[config.mk]
export PLATFORM = sky130hd
export DESIGN_NAME = trisc_sequencer
export DESIGN_NICKNAME = d
export VERILOG_FILES = /design/src/rtl/trisc_sequencer_pkg.sv /design/src/rtl/trisc_sequencer_decode.sv /design/src/rtl/trisc_sequencer.sv
export SDC_FILE = /design/constraint.sdc
export NUM_CORES = 1
export LEC_CHECK = 0
export BUFFER_PORTS_ARGS = -buffer_cell sky130_fd_sc_hd__buf_2
export CORE_UTILIZATION = 41
export CTS_CLUSTER_SIZE = 10
export DETAILED_ROUTE_END_ITERATION = 7
export PLACE_DENSITY = 0.79
export SLEW_MARGIN = 20
export SYNTH_ARGS = -nofsm -noshare
export SYNTH_HDL_FRONTEND = slang
export SYNTH_SLANG_ARGS = --single-unit
[constraint.sdc]
create_clock -name i_clock -period 1.36 [get_ports i_clock]
set_input_delay 0.136 -clock i_clock [delete_from_list [all_inputs] [get_ports i_clock]]
set_output_delay 0.136 -clock i_clock [all_outputs]
set_load 0.05 [all_outputs]
[src/rtl/trisc_sequencer_pkg.sv]
// trisc_sequencer_pkg: shared definitions for the TRISC2 sequencer.
//   - opcode constants (IR[7:4])
//   - ALU operation codes driven on alu_op
//   - FSM state encoding, opcode classes and the strobe vector type
package trisc_sequencer_pkg;

   localparam logic [3:0] OP_NOP = 4'h0;
   localparam logic [3:0] OP_LDA = 4'h1;
   localparam logic [3:0] OP_STA = 4'h2;
   localparam logic [3:0] OP_ADD = 4'h3;
   localparam logic [3:0] OP_SUB = 4'h4;
   localparam logic [3:0] OP_JMP = 4'h5;
   localparam logic [3:0] OP_JZ  = 4'h6;
   localparam logic [3:0] OP_JC  = 4'h7;
   localparam logic [3:0] OP_HLT = 4'hF;

   localparam logic [1:0] ALU_PASS = 2'b00;
   localparam logic [1:0] ALU_ADD  = 2'b01;
   localparam logic [1:0] ALU_SUB  = 2'b10;

   // S_LOAD and S_CLR carry the loader session: RAM granted, then PC clear.
   typedef enum logic [3:0] {
      S_IDLE   = 4'd0,
      S_FETCH  = 4'd1,
      S_DECODE = 4'd2,
      S_EXEC   = 4'd3,
      S_MEM    = 4'd4,
      S_WB     = 4'd5,
      S_HALT   = 4'd6,
      S_LOAD   = 4'd7,
      S_CLR    = 4'd8
   } state_e;

   typedef enum logic [3:0] {
      K_NOP, K_LDA, K_STA, K_ADD, K_SUB, K_JMP, K_JZ, K_JC, K_HLT
   } op_kind_e;

   typedef struct packed {
      logic       ld_grant;
      logic       pc_inc;
      logic       pc_load;
      logic       pc_clr;
      logic       addr_sel;
      logic       ram_en;
      logic       ram_wr;
      logic       ir_load;
      logic [1:0] alu_op;
      logic       alu_latch;
      logic       acc_load;
      logic       acc_src;
      logic       halted;
   } strobes_t;

   // Opcodes 8..E are reserved and behave as NOP.
   function automatic op_kind_e op_kind(input logic [3:0] op);
      op_kind_e k;
      case (op)
         OP_LDA:  k = K_LDA;
         OP_STA:  k = K_STA;
         OP_ADD:  k = K_ADD;
         OP_SUB:  k = K_SUB;
         OP_JMP:  k = K_JMP;
         OP_JZ:   k = K_JZ;
         OP_JC:   k = K_JC;
         OP_HLT:  k = K_HLT;
         default: k = K_NOP;
      endcase
      return k;
   endfunction

endpackage

[src/rtl/trisc_sequencer_decode.sv]
// trisc_sequencer_decode: combinational map from (state, opcode, flags) to
// the datapath strobe vector.
//   i_state     current sequencer state
//   i_ir_op     opcode held in IR
//   i_acc_zero  accumulator-zero flag (JZ)
//   i_alu_cout  ALU carry flag (JC)
//   o_kind      opcode class, shared with the state register in the top
//   o_strobes   all datapath strobes plus ld_grant / halted
module trisc_sequencer_decode
   import trisc_sequencer_pkg::*;
#(
   parameter int OPW = 4
) (
   input  state_e         i_state,
   input  logic [OPW-1:0] i_ir_op,
   input  logic           i_acc_zero,
   input  logic           i_alu_cout,
   output op_kind_e       o_kind,
   output strobes_t       o_strobes
);

   op_kind_e w_kind;
   strobes_t w_s;

   assign w_kind = op_kind(i_ir_op);

   always_comb begin
      w_s = '0;
      case (i_state)
         S_FETCH: w_s.ram_en = 1'b1;
         S_DECODE: begin
            w_s.ir_load = 1'b1;
            w_s.pc_inc  = 1'b1;
         end
         S_EXEC: begin
            case (w_kind)
               K_LDA, K_ADD, K_SUB: begin
                  w_s.addr_sel = 1'b1;
                  w_s.ram_en   = 1'b1;
               end
               K_STA: begin
                  w_s.addr_sel = 1'b1;
                  w_s.ram_en   = 1'b1;
                  w_s.ram_wr   = 1'b1;
               end
               K_JMP:   w_s.pc_load = 1'b1;
               K_JZ:    w_s.pc_load = i_acc_zero;
               K_JC:    w_s.pc_load = i_alu_cout;
               default: ;
            endcase
         end
         S_MEM: begin
            case (w_kind)
               K_LDA: w_s.acc_load = 1'b1;
               K_ADD: begin
                  w_s.alu_op    = ALU_ADD;
                  w_s.alu_latch = 1'b1;
               end
               K_SUB: begin
                  w_s.alu_op    = ALU_SUB;
                  w_s.alu_latch = 1'b1;
               end
               default: ;
            endcase
         end
         S_WB: begin
            w_s.acc_load = 1'b1;
            w_s.acc_src  = 1'b1;
         end
         S_HALT:  w_s.halted   = 1'b1;
         S_LOAD:  w_s.ld_grant = 1'b1;
         S_CLR:   w_s.pc_clr   = 1'b1;
         default: ;
      endcase
   end

   assign o_kind    = w_kind;
   assign o_strobes = w_s;

endmodule

[src/rtl/trisc_sequencer.sv]
// trisc_sequencer: fetch/decode/execute sequencer and RAM-port arbiter for
// the TRISC2 accumulator CPU.
//   i_clock, i_reset        clock, synchronous active-high reset
//   i_run, i_step           free-run level / single-instruction pulse
//   i_ir_op                 opcode from IR
//   i_acc_zero, i_alu_cout  jump condition flags
//   i_ld_req                manual loader RAM request
//   o_ld_grant              loader owns RAM
//   o_pc_*                  PC increment / load / clear
//   o_addr_sel, o_ram_en, o_ram_wr, o_ir_load
//   o_alu_op, o_alu_latch, o_acc_load, o_acc_src, o_halted
//
// state  | meaning
// IDLE   | waiting for run/step or a loader request
// FETCH  | RAM read at PC
// DECODE | IR captures RAM data, PC increments
// EXEC   | operand access, store, jump or halt
// MEM    | operand valid: LDA loads ACC, ADD/SUB latch ALU
// WB     | ACC loads from ALU buffer
// HALT   | stopped until reset or loader session
// LOAD   | loader owns the RAM port
// CLR    | loader released: one-cycle PC clear, then IDLE
module trisc_sequencer
   import trisc_sequencer_pkg::*;
#(
   parameter int OPW = 4
) (
   input  logic           i_clock,
   input  logic           i_reset,
   input  logic           i_run,
   input  logic           i_step,
   input  logic [OPW-1:0] i_ir_op,
   input  logic           i_acc_zero,
   input  logic           i_alu_cout,
   input  logic           i_ld_req,
   output logic           o_ld_grant,
   output logic           o_pc_inc,
   output logic           o_pc_load,
   output logic           o_pc_clr,
   output logic           o_addr_sel,
   output logic           o_ram_en,
   output logic           o_ram_wr,
   output logic           o_ir_load,
   output logic [1:0]     o_alu_op,
   output logic           o_alu_latch,
   output logic           o_acc_load,
   output logic           o_acc_src,
   output logic           o_halted
);

   state_e   r_state;
   state_e   w_end_state;
   op_kind_e w_kind;
   strobes_t w_strobes;

   // Strobes decode the registered state directly: EXEC/MEM/WB need the
   // opcode that IR only captures at the end of DECODE, so they cannot be
   // precomputed a cycle early.
   trisc_sequencer_decode #(.OPW(OPW)) u_decode (
      .i_state    (r_state),
      .i_ir_op    (i_ir_op),
      .i_acc_zero (i_acc_zero),
      .i_alu_cout (i_alu_cout),
      .o_kind     (w_kind),
      .o_strobes  (w_strobes)
   );

   // A pending loader request wins at the instruction boundary so a
   // free-running CPU cannot starve the loader.
   always_comb begin
      w_end_state = S_IDLE;
      if (i_ld_req)
         w_end_state = S_LOAD;
      else if (i_run)
         w_end_state = S_FETCH;
   end

   always_ff @(posedge i_clock) begin
      if (i_reset) begin
         r_state <= S_IDLE;
      end else begin
         case (r_state)
            S_IDLE: begin
               if (i_ld_req)
                  r_state <= S_LOAD;
               else if (i_run || i_step)
                  r_state <= S_FETCH;
            end
            S_FETCH:  r_state <= S_DECODE;
            S_DECODE: r_state <= S_EXEC;
            S_EXEC: begin
               case (w_kind)
                  K_LDA, K_ADD, K_SUB: r_state <= S_MEM;
                  K_HLT:               r_state <= S_HALT;
                  default:             r_state <= w_end_state;
               endcase
            end
            S_MEM: begin
               if (w_kind == K_LDA)
                  r_state <= w_end_state;
               else
                  r_state <= S_WB;
            end
            S_WB: r_state <= w_end_state;
            S_HALT: begin
               if (i_ld_req)
                  r_state <= S_LOAD;
            end
            S_LOAD: begin
               if (!i_ld_req)
                  r_state <= S_CLR;
            end
            S_CLR:   r_state <= S_IDLE;
            default: r_state <= S_IDLE;
         endcase
      end
   end

   assign o_ld_grant  = w_strobes.ld_grant;
   assign o_pc_inc    = w_strobes.pc_inc;
   assign o_pc_load   = w_strobes.pc_load;
   assign o_pc_clr    = w_strobes.pc_clr;
   assign o_addr_sel  = w_strobes.addr_sel;
   assign o_ram_en    = w_strobes.ram_en;
   assign o_ram_wr    = w_strobes.ram_wr;
   assign o_ir_load   = w_strobes.ir_load;
   assign o_alu_op    = w_strobes.alu_op;
   assign o_alu_latch = w_strobes.alu_latch;
   assign o_acc_load  = w_strobes.acc_load;
   assign o_acc_src   = w_strobes.acc_src;
   assign o_halted    = w_strobes.halted;

endmodule

# [After elaboration in Yosys (flattened, before gate mapping)]
# Memories as Yosys holds them, arrays and structs flattened.
# Cells that the tools add are included.
[word_totals] wordCells=51 mem_count=1 output_inout_bits=14 reg_bits=4 inputBits=11 mem_bits_ro=64
[op_classes] n_reduce_logical=5 n_mux=25 n_eq_ne=19
[mem_list] memory="(name not given)" depth=16 width=4 rd=1 rd_clocked_by_memory_dff=0 wr=0 line="trisc_sequencer_pkg.sv:57" source="case (op)"
[op_table] operator="$eq 4x3->1 const B" n=8
[op_table] operator="$pmux 4 s8" n=1
[op_table] operator="$mux 4" n=5
[op_table] operator="$eq 4x2->1 const B" n=4
[op_table] operator="$mux 1" n=11
[op_table] operator="$eq 4x1->1 const B" n=2
[op_table] operator="$eq 4x4->1 const B" n=2
[op_table] operator="$pmux 4 s2" n=1
[op_table] operator="$mux 3" n=2
[op_table] operator="$pmux 3 s2" n=1
[op_table] operator="$logic_not 4->1" n=1
[op_table] operator="$ne 2x2->1 const B" n=2
[op_table] operator="$pmux 1 s2" n=2
[op_table] operator="$reduce_or 4->1" n=1
[op_table] operator="$ne 3x3->1 const B" n=1
[op_table] operator="$pmux 1 s3" n=1
[op_table] operator="$reduce_and 3->1" n=1
[op_table] operator="$reduce_or 3->1" n=1
[op_table] operator="$mux 2" n=1
[op_table] operator="$logic_or 1x1->1" n=1

# [Logic depth before layout (Yosys ltp)]
# Gate-level depths: netlist of the first run.
# An unclocked memory read counts as a cell.
[depth] depth_word=5 depth_mapped=6 mapped_depth_nobuf=4

# [Modules after synthesis]
# A second synthesis of the first run with hierarchy kept.
[hier_totals] cells_unflattened=81 hier_area_um2=588.1
[modules_own_cells] mod="trisc_sequencer" instances=1 cells_per_inst=45 seq_area_each_um2=80.1 area_per_inst_um2=377.9
[modules_own_cells] mod="trisc_sequencer_decode" instances=1 cells_per_inst=36 seq_area_each_um2=0.0 area_per_inst_um2=210.2

# [Worst setup path before layout of the first run]
# No wires, ideal clock.
[synth_path] path_type="flip-flop to output port" start="reg r_state[0]" end="out o_pc_inc" path_buffers=3 path_slack_ns=-1.409 arrival_ns=2.633 t_required_ns=1.224 stages_incl_launch_ff=5 path_cell_list="dfxtp_1 -> clkbuf_1 -> buf_2 -> nor4_1 -> buf_4"
[synth_between] elab_chain_len=2
[synth_lines] item="start: declaration" line="trisc_sequencer.sv:51" source="state_e r_state;"
[synth_lines] item="start signal: assignment" line="trisc_sequencer.sv:95" source="default: r_state <= w_end_state;"
[synth_lines] item="start signal: assignment" line="trisc_sequencer.sv:100" source="r_state <= w_end_state;"
[synth_lines] item="start signal: assignment" line="trisc_sequencer.sv:104" source="S_WB: r_state <= w_end_state;"
[synth_lines] item="$eq 4x2->1"
[synth_lines] item="$mux 1"
[synth_lines] item="end: declaration" line="trisc_sequencer.sv:37" source="output logic o_pc_inc,"
# No other way between the ends.

# [Worst setup path in the final report of the first run]
[layout_path] start="reg r_state[3]" end="out o_alu_latch"
[layout_between] elab_chain_len=2
[layout_lines] item="$eq 4x3->1" line="trisc_sequencer_decode.sv:29" source="case (i_state)"
[layout_lines] item="$mux 3" line="trisc_sequencer_decode.sv:29"
[layout_lines] item="end: declaration" line="trisc_sequencer.sv:45" source="output logic o_alu_latch,"
# No other way between the ends.

==> flow_summary.yaml, run 1 <==
outcome:
  outcome: "finished with violations"
  violations: "negative setup slack"
logic_synthesis:
  netlist-cell-type-count: 36
  synth-compound-area-share: 0.277
  async_reset_ff_frac: 0
  seq_area_frac_synth: 0.138
  synthTopCellsByArea: "dfxtp_1 14%, nor2_1 7.7%, a21oi_1 6.0%"
  synthesis.nets: 95
  yosysMostFrequentCell: "nor2_1"
  synth_edf_count: 0
  muxShareOfSynthArea: 0.0194
  synthTopCellsByCount: "12 x nor2_1, 8 x nand2_1, 7 x a21oi_1"
  synth_seq_cells: 4
  avgSynthCellArea_sq_um: 6.93
  synth_ff_type: "dfxtp_1"
  synth_top_family_by_area: "simple AND/OR/NAND/NOR gates"
  syn_inst: 84
  synth_xor_area_frac: 0.0151
  yosys.area_share.simple: 0.437
  synth_top_area_share: 0.138
  yosysTopAreaCell: "dfxtp_1"
  synthesis.area_sq_um: 582
  yosysWarnings: 0
  synthAdderAreaFrac: 0
route:
  via_count: 886
  drt_pass1_iterations: 4
  drt_iter0_drc: 54
  antenna_left: 0
  totalWireLength_um: 2960
  drc: 0
  vias_per_cell: 6.42
  avgRoutedWirePerCell_um: 21.4
final_layout:
  drive_gt1_frac: 0.667
  ff_latch_area_sq_um: 87.6
  antenna_cells: 0
  reg_top3: "r_state: 4 flops"
  largest_reg_flops: 4
  fillCellCount: 49
  multi_input_comb_area_sq_um: 626
  area_growth_pct: 109
  fin_area_sq_mm: 0.00122
  final_core_util: 0.925
  fin_nets: 136
  largest_register: "r_state"
critical_path:
  cp.arrival_ps: 1600
  worstPathRequired_ps: 1220
  start_kind: "flop"
  crit_path_end_kind: "output pin"
  crit_type: "flop to output pin"
  r2r-start: "r_state[0]"
  startpoint: "r_state[3]"
  critical_path_peak_fanout: 3
floorplan:
  die-area_sq_mm: 0.00157
  initial_core_util: 0.442
  core.rowCount: 13
  core_sq_mm: 0.00132
  die_y_um: 39.7
  ios: 25
  fp.dieW_um: 39.7
timing:
  period_minus_slack_ps: 1740
  hold_viol_final: 0
  finalSetupViolations: 17
  layout_setup_ws_ps: -377
  relSlewSlack: 0.711
  max_freq_ghz: 0.576
  rsz0062_at_grt: "yes"
  slew_violations: 0
  fin_crit_sh: 1.28
  fin_hold_ws_ps: 59.6
  clock_skew_ps: 25.3
  tightest_slew_ps: 432
pwr:
  power_frac_comb: 0.750
  swShare: 0.480
  power.density_mw_per_mm2: 1200
  power_leakage_nw: 0.488
  ir_worst_vdd_v: 0.000951
  seqPwrFrac: 0.125
  clkPwrFrac: 0.125
  p_int_mw: 0.757
  switching_power_mw: 0.700
placement:
  dp_hpwl_um: 1300
  post-place-ws_ps: -81.9
  port_buffers: 24
  gp_congestion: 0.828
  dpl_cell_area_sq_um: 880
min_path:
  hold_class: "input port to flop"
  hold_path_startpoint: "i_reset"
grt:
  grt_pass1_wl_um: 3020
  grt_pass1_vias: 709
  grt_start_max_net_pins: 14
  antenna_found_initial: 0
  grt-ovfl-total: 0
  grtUsageTotal: 0.292
clocking:
  clk_pin_slew_ps: 60
  h-tree-depth: 1
  tritoncts: "done"
  ctsLongestPathBuffers: 2
  clockRootBuffer: "clkbuf_4"
  clock_latency_ps: 280
  cts.sinks: 4
  ctsHoldBuffers: 0
  cts_buffers: 3
run:
  maxCapViolCount: 0
==> metal layers <==
metal  vias up  wire (um)  track usage
li1        386          -            -
met1       414       1120        0.323
met2        66       1460        0.492
met3        20        232        0.102
met4         0        142        0.129
met5         -          0            0
==> power groups by stage <==
| stage | registers, mW | clock network, mW | logic [mW] |
|---|---|---|---|
| 2_1_floorplan | 0.158 | 0 | 0.542 |
| 3_3_place_gp | 0.162 | 0 | 0.672 |
| 3_5_place_dp | 0.164 | 0 | 0.687 |
| 4_1_cts | 0.175 | 0.156 | 0.864 |
| 5_1_grt | 0.181 | 0.186 | 1.12 |
| 6_report | 0.182 | 0.182 | 1.09 |
==> cells by family (layout without fill, tap and decap cells) <==
family          count (synthesis)  count (layout)
flops                           4               4
xor+xnor                        1               1
simple gates                   42              42
compound gates                 23              23
buf+inv                        13              52
mux                             1               1
==> metrics by stage <==
| stage | setup TNS, ps | cells | total power, mW |
|---|---|---|---|
| 5_1_grt | -3680 | 138 | 1.49 |
| 2_1_floorplan | -1480 | 84 | 0.700 |
| 4_1_cts | -1500 | 134 | 1.19 |
| 3_5_place_dp | -294 | 125 | 0.851 |
| 3_3_place_gp | -136 | 125 | 0.834 |
| 6_report | -3280 | 138 | 1.46 |
==> worst max-delay path, cell delays in order (launching register included) <==
cell,delay (ps)
dfxtp_2,340
nor2_2,160
nand2_1,110
or3_4,390
a21oi_4,140
buf_6,170
==> cell usage in the layout (no fill, tap or decap), types with 2 or more instances in the layout <==
cell type and count:
and3_4 2, nor2_4 6, nor4b_1 2, buf_2 10, clkbuf_4 3, buf_6 20, inv_1 2, nor2b_1 2
dfxtp_2 3, a21o_1 2, or3_4 2, nor2_2 2, nor2_1 4, nand2b_4 2, o21ai_0 3, nand2_1 8
a21oi_1 5, buf_4 9, buf_8 7, nor3b_1 2, nor4b_4 3, nor4_4 2
==> what timing repair did <==
action	4_1_cts	5_1_grt
setup buffers	7	5
gates cloned	0	0
resized for setup	48	23
endpoints found under the setup margin	15	17
pin swaps	7	6
==> final cells by class <==
cell class,instances,share of cell area
tap,15,0.0154
multi-input combinational,67,0.513
timing repair buffer,46,0.368
inverter,3,0.0133
clock buffer,3,0.0185
sequential,4,0.0719
==> final timing paths <==
kind                                     to  cells after the start  slack (ps)
worst max-delay path            o_alu_latch                      5        -380
worst min-delay path             r_state[3]                      2          60
worst max register to register   r_state[1]                      7        -160
worst min register to register   r_state[0]                      3         750
Power figures use the tool's default switching activity.
==> inputs of run 2 (changes only) <==
--- a/config.mk
+++ b/config.mk
@@ -14,3 +14,4 @@
 export SYNTH_ARGS = -nofsm -noshare
 export SYNTH_HDL_FRONTEND = slang
 export SYNTH_SLANG_ARGS = --single-unit
+export TNS_END_PERCENT = 50
==> flow_summary.yaml, run 2 (synthesized netlist as in run 1, its figures left out) <==
timing:
  relSlewSlack: 0.697
  clock_skew_ps: 3.27
  period_minus_slack_ps: 1630
  hold_viol_final: 0
  slew_violations: 0
  layout_setup_ws_ps: -265
  finalSetupViolations: 16
  rsz0062_at_grt: "yes"
  max_freq_ghz: 0.615
  tightest_slew_ps: 450
  fin_crit_sh: 1.20
grt:
  grt_pass1_vias: 843
  antenna_found_initial: 0
  grt-ovfl-total: 0
  grtUsageTotal: 0.325
  grt_pass1_wl_um: 3450
  grt_start_max_net_pins: 14
critical_path:
  start_kind: "flop"
  startpoint: "r_state[1]"
  crit_type: "flop to output pin"
  worstPathRequired_ps: 1220
  r2r-start: "r_state[1]"
  cp.arrival_ps: 1490
  critical_path_peak_fanout: 4
  crit_path_end_kind: "output pin"
route:
  vias_per_cell: 6.41
  drt_pass1_iterations: 4
  drt_iter0_drc: 35
  avgRoutedWirePerCell_um: 18.9
  antenna_left: 0
  totalWireLength_um: 2640
  drc: 0
  via_count: 898
final_layout:
  antenna_cells: 0
  largest_reg_flops: 4
  ff_latch_area_sq_um: 86.3
  layout_common_cells: "18 x buf_6, 18 x buf_4, 10 x buf_2"
  fin_nets: 138
  multi_input_comb_area_sq_um: 584
  fin_area_sq_mm: 0.00115
  area_growth_pct: 97.0
  fillCellCount: 74
  reg_top3: "r_state: 4 flops"
  largest_register: "r_state"
  final_core_util: 0.870
  drive_gt1_frac: 0.640
  instances_no_fill: 140
pwr:
  power.density_mw_per_mm2: 1190
  power_leakage_nw: 0.476
  power_mw: 1.36
  ir_worst_vdd_v: 0.00110
floorplan:
  core_sq_mm: 0.00132
  die-area_sq_mm: 0.00157
  initial_core_util: 0.442
  fp.dieW_um: 39.7
  core.rowCount: 13
  die_y_um: 39.7
  ios: 25
placement:
  dp_hpwl_um: 1330
  dpl_cell_area_sq_um: 897
  dp.cells: 127
  port_buffers: 24
  gp_congestion: 0.871
run:
  maxCapViolCount: 0
outcome:
  violations: "negative setup slack"
  outcome: "finished with violations"
clocking:
  h-tree-depth: 1
  cts_buffers: 3
  tritoncts: "done"
  clockRootBuffer: "clkbuf_4"
  ctsHoldBuffers: 0
  cts.sinks: 4
  clock_latency_ps: 250
  clk_pin_slew_ps: 40
  ctsLongestPathBuffers: 2
min_path:
  hold_class: "input port to flop"
  hold_path_startpoint: "i_reset"
-- run 2: cell type report --
class                           instances  share of cell area
Inverter                                3             0.00983
Tap cell                               15              0.0164
Multi-Input combinational cell         67               0.510
Clock buffer                            3              0.0197
Sequential cell                         4              0.0753
Timing Repair Buffer                   48               0.369
-- run 2: worst max-delay path, stage by stage (launching register included) --
cell	delay, ps
dfxtp_4	360
nor2_4	100
nand2_2	80
or3_4	380
a21oi_4	140
buf_6	180
-- run 2: path summary, 6_finish.rpt --
path / depth (start not counted) / slack, ps / endpoint
min: 2 / 80 / r_state[3]
max reg2reg: 6 / -160 / r_state[1]
max: 5 / -270 / o_alu_latch
min reg2reg: 3 / 740 / r_state[2]
-- run 2: repair_timing --
item / in CTS / in global routing
buffers inserted: 9 / 1
resized for setup: 38 / 11
cloned: 0 / 0
endpoints found under the setup margin: 16 / 17
pin swaps: 7 / 4
-- run 2: power by group --
group | total [mW] | switching (mW) | internal, mW | leakage [nW]
clock | 0.167 | 0.0669 | 0.100 | 0.0138
combinational | 1.02 | 0.543 | 0.473 | 0.428
sequential | 0.177 | 0.0293 | 0.148 | 0.0344
-- run 2: metal layers --
layer | track usage | wire (um)
met5 | 0 | 0
met4 | 0.129 | 168
met3 | 0.0682 | 181
met2 | 0.627 | 1330
met1 | 0.329 | 956
-- run 2: through the flow --
| stage | hold WS (ps) | worst slack [ps] | TNS, ps |
|---|---|---|---|
| CTS | 76.1 | -207 | -1500 |
| finish | 75.6 | -265 | -2290 |
| global placement | 318 | -57.3 | -202 |
| detailed placement | 331 | -90.7 | -317 |
| floorplan | 212 | -298 | -1810 |
| global route | 78.4 | -283 | -2720 |
==> inputs of run 3 (changes only) <==
--- a/config.mk
+++ b/config.mk
@@ -9,6 +9,7 @@
 export CORE_UTILIZATION = 41
 export CTS_CLUSTER_SIZE = 10
 export DETAILED_ROUTE_END_ITERATION = 7
+export GPL_TIMING_DRIVEN = 0
 export PLACE_DENSITY = 0.79
 export SLEW_MARGIN = 20
 export SYNTH_ARGS = -nofsm -noshare
==> flow_summary.yaml, run 3 (synthesized netlist as in run 1, its figures left out) <==
outcome:
  outcome: "finished with violations"
  violations: "negative setup slack"
critical_path:
  crit_type: "flop to output pin"
  crit_path_end_kind: "output pin"
  worstPathRequired_ps: 1220
  critical_path_peak_fanout: 8
  cp.arrival_ps: 1520
  start_kind: "flop"
clocking:
  cts_buffers: 3
  clock_latency_ps: 230
  ctsLongestPathBuffers: 2
  h-tree-depth: 1
  ctsHoldBuffers: 0
  tritoncts: "done"
  clockRootBuffer: "clkbuf_4"
  clk_pin_slew_ps: 40
  cts.sinks: 4
route:
  dr_wl_met3_um: 211
  highest_layer: "met4"
  wl_met1_um: 845
  antenna_left: 0
  drc: 0
  dr_wl_met2_um: 1230
  via_count: 857
  drt_iter0_drc: 25
  totalWireLength_um: 2420
  drt_pass1_iterations: 4
  vias_per_cell: 6.21
  avgRoutedWirePerCell_um: 17.6
final_layout:
  largest_reg_flops: 4
  fillCellCount: 69
  area_growth_pct: 97.8
  layout_common_cells: "16 x buf_6, 13 x buf_4, 11 x buf_2"
  antenna_cells: 0
  final_common_cell: "buf_6"
  fin_nets: 136
  reg_top3: "r_state: 4 flops"
  fin_area_sq_mm: 0.00115
  drive_gt1_frac: 0.610
  largest_register: "r_state"
timing:
  period_minus_slack_ps: 1660
  tightest_slew_ps: 366
  fin_hold_ws_ps: 84.3
  clock_skew_ps: 0.236
  hold_viol_final: 0
  layout_setup_ws_ps: -297
  finalSetupTns_ps: -2910
  slew_violations: 0
  relSlewSlack: 0.749
  rsz0062_at_grt: "yes"
  fin_crit_sh: 1.22
  finalSetupViolations: 17
  max_freq_ghz: 0.604
grt:
  grt_start_max_net_pins: 11
  grt_pass1_wl_um: 3380
  grt_pass1_vias: 766
  antenna_found_initial: 0
  grt-ovfl-total: 0
  grtUsageTotal: 0.324
pwr:
  power.density_mw_per_mm2: 1140
  ir_worst_vdd_v: 0.00122
  power_leakage_nw: 0.478
placement:
  port_buffers: 22
  dpl_cell_area_sq_um: 842
  gp_congestion: 0.816
  dp_hpwl_um: 1180
floorplan:
  die_y_um: 39.7
  initial_core_util: 0.442
  ios: 25
  core.rowCount: 13
  core_sq_mm: 0.00132
  die-area_sq_mm: 0.00157
  fp.dieW_um: 39.7
run:
  maxCapViolCount: 0
min_path:
  hold_class: "input port to flop"
-- run 3: cell count changes in the layout (fill, tap and decap cells not counted), sizes merged --
cell    change
buf         -3
clkbuf      +1
-- run 3: path summary, 6_finish.rpt --
path,cells after the start,slack (ps),endpoint,from
max,5,-300,o_ram_wr,r_state[0]
max reg2reg,6,-270,r_state[0],r_state[1]
min reg2reg,4,740,r_state[1],r_state[1]
min,2,80,r_state[3],i_reset
-- run 3: per-stage QoR --
stage | total power [mW] | cells | worst slack [ps] | util
final | 1.31 | 138 | -297 | 0.874
after global routing | 1.36 | 138 | -363 | 0.874
after CTS | 1.13 | 134 | -351 | 0.811
after detailed placement | 0.801 | 121 | -359 | 0.639
after global placement | 0.791 | 121 | -330 | 0.639
after floorplan | 0.688 | 84 | -298 | -
-- run 3: what timing repair did --
item | CTS | global route
pin swaps | 8 | 9
resized for setup | 40 | 17
endpoints found under the setup margin | 16 | 17
buffers inserted | 10 | 5
-- run 3: cell type report --
class / instances / area [sq um] / share of cell area
Tap cell: 15 / 18.8 / 0.0163
Buffer: 9 / 80.1 / 0.0696
Clock buffer: 3 / 22.5 / 0.0196
Sequential cell: 4 / 87.6 / 0.0761
Timing Repair Buffer: 37 / 333 / 0.289
Inverter: 3 / 11.3 / 0.00978
Multi-Input combinational cell: 67 / 598 / 0.520
-- run 3: critical path, stage by stage (launching register included) --
cell	delay (ps)
dfxtp_2	330
buf_8	120
and4bb_2	280
nand2b_4	100
nor4b_4	260
buf_6	190
-- run 3: power breakdown --
| part | internal, mW | switching [mW] |
|---|---|---|
| combinational | 0.453 | 0.529 |
| clock | 0.0990 | 0.0520 |
| sequential | 0.149 | 0.0278 |
| total | 0.700 | 0.609 |
-- run 3: per-layer routing --
| layer | global-route usage | vias to the layer above |
|---|---|---|
| met5 | 0 | - |
| met4 | 0.164 | 0 |
| met3 | 0.0966 | 14 |
| met2 | 0.594 | 73 |
| met1 | 0.320 | 384 |
| li1 | - | 386 |
